==> src/rtl/vga_pixel_fetch.sv <==
// VRAM-to-pixel fetch engine: two-word prefetch buffer, MSB-first unpack.
// Define VGA_PIXEL_FETCH_DOUBLE_SCAN_EN to fetch each source line twice.
module vga_pixel_fetch #(
  parameter int WORD_W   = 16,
  parameter int BPP      = 4,
  parameter int H_ACTIVE = 320,
  parameter int V_ACTIVE = 240,
  parameter int ADDR_W   = 16,
  parameter int READ_LAT = 1
) (
  input  logic              clk,
  input  logic              rst_n,
  input  logic [ADDR_W-1:0] fb_base,
  input  logic              frame_start,
  input  logic              line_start,
  input  logic              pixel_req,
  output logic [ADDR_W-1:0] vram_addr,
  output logic              vram_rd,
  input  logic [WORD_W-1:0] vram_data,
  output logic [BPP-1:0]    pixel_data,
  output logic              pixel_valid,
  output logic              underrun
);
  localparam int PPW = WORD_W / BPP;
  localparam int WPL = H_ACTIVE / PPW;
  localparam int PW  = (PPW > 1) ? $clog2(PPW) : 1;
  localparam int CW  = $clog2(WPL + 1);
  localparam int LW  = $clog2(V_ACTIVE + 1);

  typedef enum logic [1:0] {IDLE, FETCH, DONE} state_e;

  state_e              state_q, state_d;
  logic [ADDR_W-1:0]   base_q, base_d;
  logic [ADDR_W-1:0]   addr_q, addr_d;
  logic [LW-1:0]       line_q, line_d;
  logic [LW-1:0]       cur_line, src_line;
  logic                rd_q, rd_d;
  logic [CW-1:0]       issued_q, issued_d;
  logic [CW-1:0]       popped_q, popped_d;
  logic [WORD_W-1:0]   buf0_q, buf0_d;
  logic [WORD_W-1:0]   buf1_q, buf1_d;
  logic [WORD_W-1:0]   head_sh;
  logic [1:0]          occ_q, occ_d;
  logic [PW-1:0]       ptr_q, ptr_d;
  logic [READ_LAT-1:0] pipe_q, pipe_d;
  logic [BPP-1:0]      pix_q, pix_d;
  logic                pv_q, pv_d;
  logic                und_q, und_d;
  logic                pop, arrive;
  logic [3:0]          pend;

  always_comb begin
    state_d  = state_q;
    base_d   = base_q;
    addr_d   = addr_q;
    line_d   = line_q;
    issued_d = issued_q;
    popped_d = popped_q;
    buf0_d   = buf0_q;
    buf1_d   = buf1_q;
    occ_d    = occ_q;
    ptr_d    = ptr_q;
    pix_d    = '0;
    pv_d     = 1'b0;
    und_d    = und_q;
    pop      = 1'b0;
    arrive   = pipe_q[READ_LAT-1];
    head_sh  = buf0_q << (ptr_q * BPP);
    cur_line = frame_start ? '0 : line_q;
`ifdef VGA_PIXEL_FETCH_DOUBLE_SCAN_EN
    src_line = cur_line >> 1;
`else
    src_line = cur_line;
`endif

    if (pixel_req && state_q == FETCH) begin
      if (occ_q != 2'd0) begin
        pix_d = head_sh[WORD_W-1 -: BPP];
        pv_d  = 1'b1;
        if (ptr_q == PW'(PPW - 1)) begin
          ptr_d = '0;
          pop   = 1'b1;
        end else begin
          ptr_d = ptr_q + 1'b1;
        end
      end else begin
        und_d = 1'b1;
      end
    end

    if (rd_q) begin
      addr_d   = addr_q + 1'b1;
      issued_d = issued_q + 1'b1;
    end

    pipe_d    = '0;
    pipe_d[0] = rd_q;
    for (int i = 1; i < READ_LAT; i++) begin
      pipe_d[i] = pipe_q[i-1];
    end

    // pop first so a same-cycle arrival lands in the freed slot
    if (pop) begin
      buf0_d   = buf1_q;
      occ_d    = occ_q - 2'd1;
      popped_d = popped_q + 1'b1;
    end
    if (arrive) begin
      if (occ_d == 2'd0) buf0_d = vram_data;
      else               buf1_d = vram_data;
      occ_d = occ_d + 2'd1;
    end

    if (state_q == FETCH && popped_d == CW'(WPL)) state_d = DONE;

    if (frame_start) begin
      base_d  = fb_base;
      line_d  = '0;
      und_d   = 1'b0;
      state_d = IDLE;
    end
    if (frame_start || line_start) begin
      occ_d    = '0;
      ptr_d    = '0;
      pipe_d   = '0;
      issued_d = '0;
      popped_d = '0;
    end
    if (line_start) begin
      addr_d  = base_d + ADDR_W'(int'(src_line) * WPL);
      state_d = (cur_line >= LW'(V_ACTIVE)) ? DONE : FETCH;
      if (cur_line < LW'(V_ACTIVE)) line_d = cur_line + 1'b1;
      else                          line_d = cur_line;
    end

    pend = {2'b00, occ_d};
    for (int i = 0; i < READ_LAT; i++) begin
      pend = pend + {3'b000, pipe_d[i]};
    end
    rd_d = (state_d == FETCH) && (pend < 4'd2) &&
           (issued_d < CW'(WPL));
  end

  always_ff @(posedge clk or negedge rst_n) begin
    if (!rst_n) begin
      state_q  <= IDLE;
      base_q   <= '0;
      addr_q   <= '0;
      line_q   <= '0;
      rd_q     <= 1'b0;
      issued_q <= '0;
      popped_q <= '0;
      buf0_q   <= '0;
      buf1_q   <= '0;
      occ_q    <= '0;
      ptr_q    <= '0;
      pipe_q   <= '0;
      pix_q    <= '0;
      pv_q     <= 1'b0;
      und_q    <= 1'b0;
    end else begin
      state_q  <= state_d;
      base_q   <= base_d;
      addr_q   <= addr_d;
      line_q   <= line_d;
      rd_q     <= rd_d;
      issued_q <= issued_d;
      popped_q <= popped_d;
      buf0_q   <= buf0_d;
      buf1_q   <= buf1_d;
      occ_q    <= occ_d;
      ptr_q    <= ptr_d;
      pipe_q   <= pipe_d;
      pix_q    <= pix_d;
      pv_q     <= pv_d;
      und_q    <= und_d;
    end
  end

  assign vram_addr   = addr_q;
  assign vram_rd     = rd_q;
  assign pixel_data  = pix_q;
  assign pixel_valid = pv_q;
  assign underrun    = und_q;

endmodule
==> config.mk <==
export PLATFORM = sky130hd
export DESIGN_NAME = vga_pixel_fetch
export DESIGN_NICKNAME = d
export VERILOG_FILES = /design/src/rtl/vga_pixel_fetch.sv
export SDC_FILE = /design/constraint.sdc
export NUM_CORES = 1
export LEC_CHECK = 0
export CAP_MARGIN = 20
export CELL_PAD_IN_SITES_DETAIL_PLACEMENT = 1
export CELL_PAD_IN_SITES_GLOBAL_PLACEMENT = 2
export CORE_MARGIN = 2
export CORE_UTILIZATION = 40
export DETAILED_ROUTE_END_ITERATION = 8
export PLACE_DENSITY_LB_ADDON = 0.2
export SLEW_MARGIN = 25
export SYNTH_ARGS = -nofsm -noshare
export SYNTH_HDL_FRONTEND = slang
export SYNTH_SLANG_ARGS = --single-unit
==> constraint.sdc <==
create_clock -name clk -period 6.55 [get_ports clk]
set_input_delay 1.31 -clock clk [delete_from_list [all_inputs] [get_ports clk]]
set_output_delay 1.31 -clock clk [all_outputs]
set_load 0.01 [all_outputs]
Yosys cells after proc, flatten, opt, wreduce, memory -nomap -nowiden
Cells that the tools add are included.
Storage, ports and cells
  register bits: 100
  bits of input ports: 37
  output and inout bits: 23
Cells by class
  $add $sub $neg: 9
  multipliers: 1
  order comparisons: 4
  eq/ne operators: 5
  shift-type cells: 1
  mux-type cells: 35
  bitwise logic cells: 1
  reduce and logical (&&, ||, !) cells: 14
Operator list (number)
  $mux W16: 6
  $mux W7: 4
  $mux W8: 3
  $mux W2: 11
  $add A16 B1 Y16 const B: 1
  $add A16 B15 Y16: 1
  $shl A16 B4 Y16: 1
  $add A7 B1 Y7 const B: 2
  $mul A8 B3 Y11 const B: 1
  $reduce_bool A2 Y1: 5
  $mux W1: 9
  $add A8 B1 Y8 const B: 1
  $ge A8 B8 Y1 const B: 1
  $lt A8 B8 Y1 const B: 1
  $mux W4: 2
  $eq A7 B7 Y1 const B: 1
  $lt A7 B7 Y1 const B: 1
  $reduce_and A2 Y1: 3
  $add A2 B1 Y2 const B: 2
  $eq A2 B1 Y1 const B: 2
  $logic_and A1 B1 Y1: 4
  $add A2 B1 Y3: 1
  $lt A3 B2 Y1 const B: 1
  $eq A2 B2 Y1 const B: 1
  5 further kinds: 5

Depth between registers and ports, before layout
  depth after elaboration: 13
  gate-level depth with buffers: 18
  depth with buffers taken out: 17

Worst setup path before layout
Ideal clock, no wire load.
  kind: input-to-reg
  start: input frame_start
  end: register addr_q[14], in the netlist vram_addr[14]
  library setup time: 0.076 ns
  arrival: 4.176 ns
  required time: 6.474 ns
  path slack: 2.298 ns
  stages on the path: 17
  path buffers: 3
  cell sequence: clkbuf_1 > clkbuf_1 > nor2_1 > ha_1 > fa_1 > a21oi_1 > nor2_1 > nor2_1 > xnor2_1 > ha_1 > clkbuf_1 > a41oi_1 > nand2_1 > o31ai_1 > xnor2_1 > nand2_1 > o21ai_1
On the way
  cells in the longest elaborated chain, start to end: 4
  elaborated cells between the ends (all ways): 5
RTL lines
  start, declared: line 14  | input logic frame_start,
  $mux W8
  $mul A8 B3 Y11: line 130  | addr_d = base_d + ADDR_W'(int'(src_line) * WPL);
  $add A16 B15 Y16 *: line 130
  $mux W16 *: line 129  | if (line_start) begin
  end signal, assigned: line 164  | addr_q <= addr_d;
  end, declared: line 34  | logic [ADDR_W-1:0] addr_q, addr_d;
Mark *: on every way between the ends. The rest lies on a longest branch, timed or not.
A chain may end at the register's enable or synchronous reset.

Worst setup path after layout
Same ends and word-level chain as after synthesis.

==> flow_metrics.py <==
metrics = {
    "synth": {
        "synthTopCellsByArea": "dfrtp_1 (45%), mux2_2 (6.3%), ha_1 (5.6%), xnor2_1 (4.7%), nand2_1 (3.6%)",
        "synth_ff_type": "dfrtp_1",
        "ys.warnings.count": 0,
        "ys_async_sr_fraction_pct": 100,
        "seq_area_frac_synth_pct": 45.1,
        "yosys.area.top_type_share_pct": 45.1,
        "yosysMostFrequentCell": "dfrtp_1",
        "synth_nets": 604,
        "synth_edf_count": 0,
        "yosys-top-cells-count": "dfrtp_1 (100), nand2_1 (53), nor2_1 (50), o21ai_0 (36), mux2_2 (31)",
        "synth_top_area_cell": "dfrtp_1",
        "synth_seq_cells": 100,
        "avgSynthCellArea_um2": 10.3,
        "postSynthCellCount": 540,
        "syn_area_mm2": 0.00555,
        "yosysUniqueCellTypes": 55,
    },
    "setup_path": {
        "worst-r2r-cell-count": 15,
        "worstPathRequired_ps": 6830,
        "r2r-end": "vram_addr[14]",
        "r2r-start": "line_q[1]",
        "ff2ff_setup_slack_ps": 3230,
        "path_class": "in2reg",
        "cp-end-kind": "flip-flop",
        "arrival_ps": 4800,
        "cp-start-kind": "input port",
        "cp_max_fo": 29,
    },
    "detailed_routing": {
        "vias_per_cell": 5.37,
        "first_iter_violations": 173,
        "num_vias": 4155,
        "drc_errors": 0,
        "dr.pass1.iters": 4,
        "routed_wl_mm": 13.0,
        "wl_per_cell_um": 16.8,
        "ant_nets": 0,
    },
    "sta": {
        "finalSetupViolCount": 0,
        "post-route-period-util_pct": 69.0,
        "tightest_slew_ps": 888,
        "min_period_ps": 4520,
        "rsz0062_at_grt": "no",
        "slew_viol_final": 0,
        "fmax_mhz": 221,
        "finClkSkew_ps": 10.2,
        "slew-limit-headroom_pct": 40.8,
        "whs_ps": 502,
        "tns_ps": 0,
        "hold_viol_final": 0,
    },
    "die": {
        "dieArea_mm2": 0.0148,
        "die_h_um": 122,
        "start_util_pct": 40.5,
        "rows": 43,
        "io_pins": 60,
        "die_x_um": 122,
        "core_mm2": 0.0137,
    },
    "placed_design": {
        "io_buffers": 59,
        "hpwl_mm": 9.36,
        "dp.cells": 759,
        "gp_congestion": 0.824,
    },
    "pwr": {
        "p_per_area_mw_per_mm2": 234,
        "peakVddDrop_v": 0.000118,
        "p_leak_nw": 2.75,
        "fin_total_pwr_mw": 1.54,
    },
    "grt": {
        "grt_pass1_wl_mm": 21.8,
        "grt_pass1_vias": 4330,
        "grt_usage_pct": 18.6,
        "grt_max_degree": 69,
        "antenna_found_initial": 0,
        "grt.overflow.total": 0,
    },
    "cts": {
        "tritoncts": "built",
        "postCtsSetupBuffers": 0,
        "h-tree-depth": 3,
        "clockBufferDepth": 2,
        "cts_buffers": 9,
        "ctsHoldBuffers": 0,
        "clock_sinks": 100,
        "clk_latency_ps": 360,
        "cts_root_buf": "clkbuf_16",
        "clk_pin_slew_ps": 80,
        "cts_resized": 0,
    },
    "min_path": {
        "hold_path_class": "reg2reg",
        "hold_depth": 1,
        "min-delay-start": "base_q[2]",
        "hold_end": "base_q[2]",
    },
    "final_layout": {
        "syn2layout_area_growth_pct": 18.2,
        "fillCellCount": 1540,
        "stdcell_count": 774,
        "drive_above_1_share_pct": 11.3,
        "diodes": 0,
        "nets": 654,
    },
    "run": {
        "maxCapViolations": 0,
    },
    "run_status": {
        "status": "completed",
    },
}
[flip-flops by register name, indices dropped and copies added (netlist names), 2 cells and up]
signal,cells
base_q,16
buf0_q,16
buf1_q,16
issued_q,7
line_q,8
occ_q,2
pixel_data,4
popped_q,7
ptr_q,2
state_q,2
vram_addr,16
[critical path, stage by stage]
cell	delay, ps
clkdlybuf4s50_1	530
buf_4	390
nor2_1	160
ha_1	310
a21o_1	180
a21oi_1	240
o21bai_1	100
a21oi_1	230
xnor2_1	150
ha_1	310
a41oi_1	240
nand2_1	80
o31ai_1	250
xnor2_1	160
nand2_1	70
o21ai_1	90
[routing by layer]
layer	up-vias	wire [µm]	track usage [%]
met3	17	374	2.86
li1	1978	-	-
met4	0	288	7.47
met5	-	0	0
met2	57	6430	31.7
met1	2103	5890	23.8
[report_power, final]
| group | total (mW) | internal [mW] | leakage (nW) | switching [mW] |
|---|---|---|---|---|
| Combinational | 0.267 | 0.142 | 1.33 | 0.125 |
| Clock | 0.523 | 0.265 | 0.139 | 0.258 |
| Sequential | 0.747 | 0.690 | 1.28 | 0.0563 |
| Total | 1.54 | 1.10 | 2.75 | 0.440 |
[worst max-delay path by stage]
stage                                to  slack, ps   startpoint  cells past startpoint
final                     vram_addr[14]       2030  frame_start                     16
after global routing      vram_addr[14]       1780  frame_start                     16
after CTS                 vram_addr[14]       2000  frame_start                     16
after detailed placement  vram_addr[14]       1660  frame_start                     16
after global placement    vram_addr[14]       1780  frame_start                     16
after floorplan           vram_addr[14]       2300  frame_start                     17
[cell type report]
cell class	count	area, µm²	area share [%]
multi-input cells	398	2870	43.6
well taps	180	225	3.43
inverters	17	66.3	1.01
clock inverters	6	55.1	0.839
flip-flops and latches	100	2500	38.1
repair buffers	64	626	9.53
clock buffers	9	225	3.43
[cell families (layout without fill, tap and decap cells)]
kind of cell,after synthesis,in the layout,synth area share [%]
AO/OA/AOI/OAI,92,92,9.87
AND/OR/NAND/NOR,175,175,15.7
multiplexers,55,55,11.6
XOR/XNOR,49,49,8.06
buffers and inverters,42,96,3.38
adder cells (fa/ha/maj),27,27,6.35
flip-flops,100,100,45.1
[through the flow]
stage | utilization [%] | worst slack, ps | instance area (µm²)
finish | 47.9 | 2030 | 6570
global route | 47.9 | 1780 | 6570
CTS | 47.8 | 2000 | 6560
detailed placement | 45.8 | 1660 | 6280
global placement | 45.8 | 1780 | 6280
floorplan | - | 2300 | 5550
[placed cells by master (no fill, tap or decap), drive strengths merged, types with 3 or more instances in the layout]
| cell type | Yosys | final |
|---|---|---|
| dfrtp | 100 | 100 |
| clkdlybuf4s50 | 0 | 58 |
| nand2 | 53 | 53 |
| nor2 | 50 | 50 |
| o21ai | 39 | 39 |
| mux2 | 32 | 32 |
| xnor2 | 31 | 31 |
| ha | 25 | 25 |
| a21oi | 24 | 24 |
| inv | 17 | 22 |
| mux2i | 19 | 19 |
| xor2 | 18 | 18 |
| nand3 | 12 | 12 |
| nand4 | 11 | 11 |
| and2 | 10 | 10 |
| clkbuf | 13 | 9 |
| nor3 | 8 | 8 |
| nor2b | 7 | 7 |
| nand2b | 7 | 7 |
| buf | 12 | 6 |
| a31oi | 5 | 5 |
| o31ai | 4 | 4 |
| and3 | 4 | 4 |
| mux4 | 4 | 4 |
| a211oi | 4 | 4 |
| a21o | 3 | 3 |
| o21bai | 3 | 3 |
| and4 | 3 | 3 |
(Power assumes the default switching activity.)
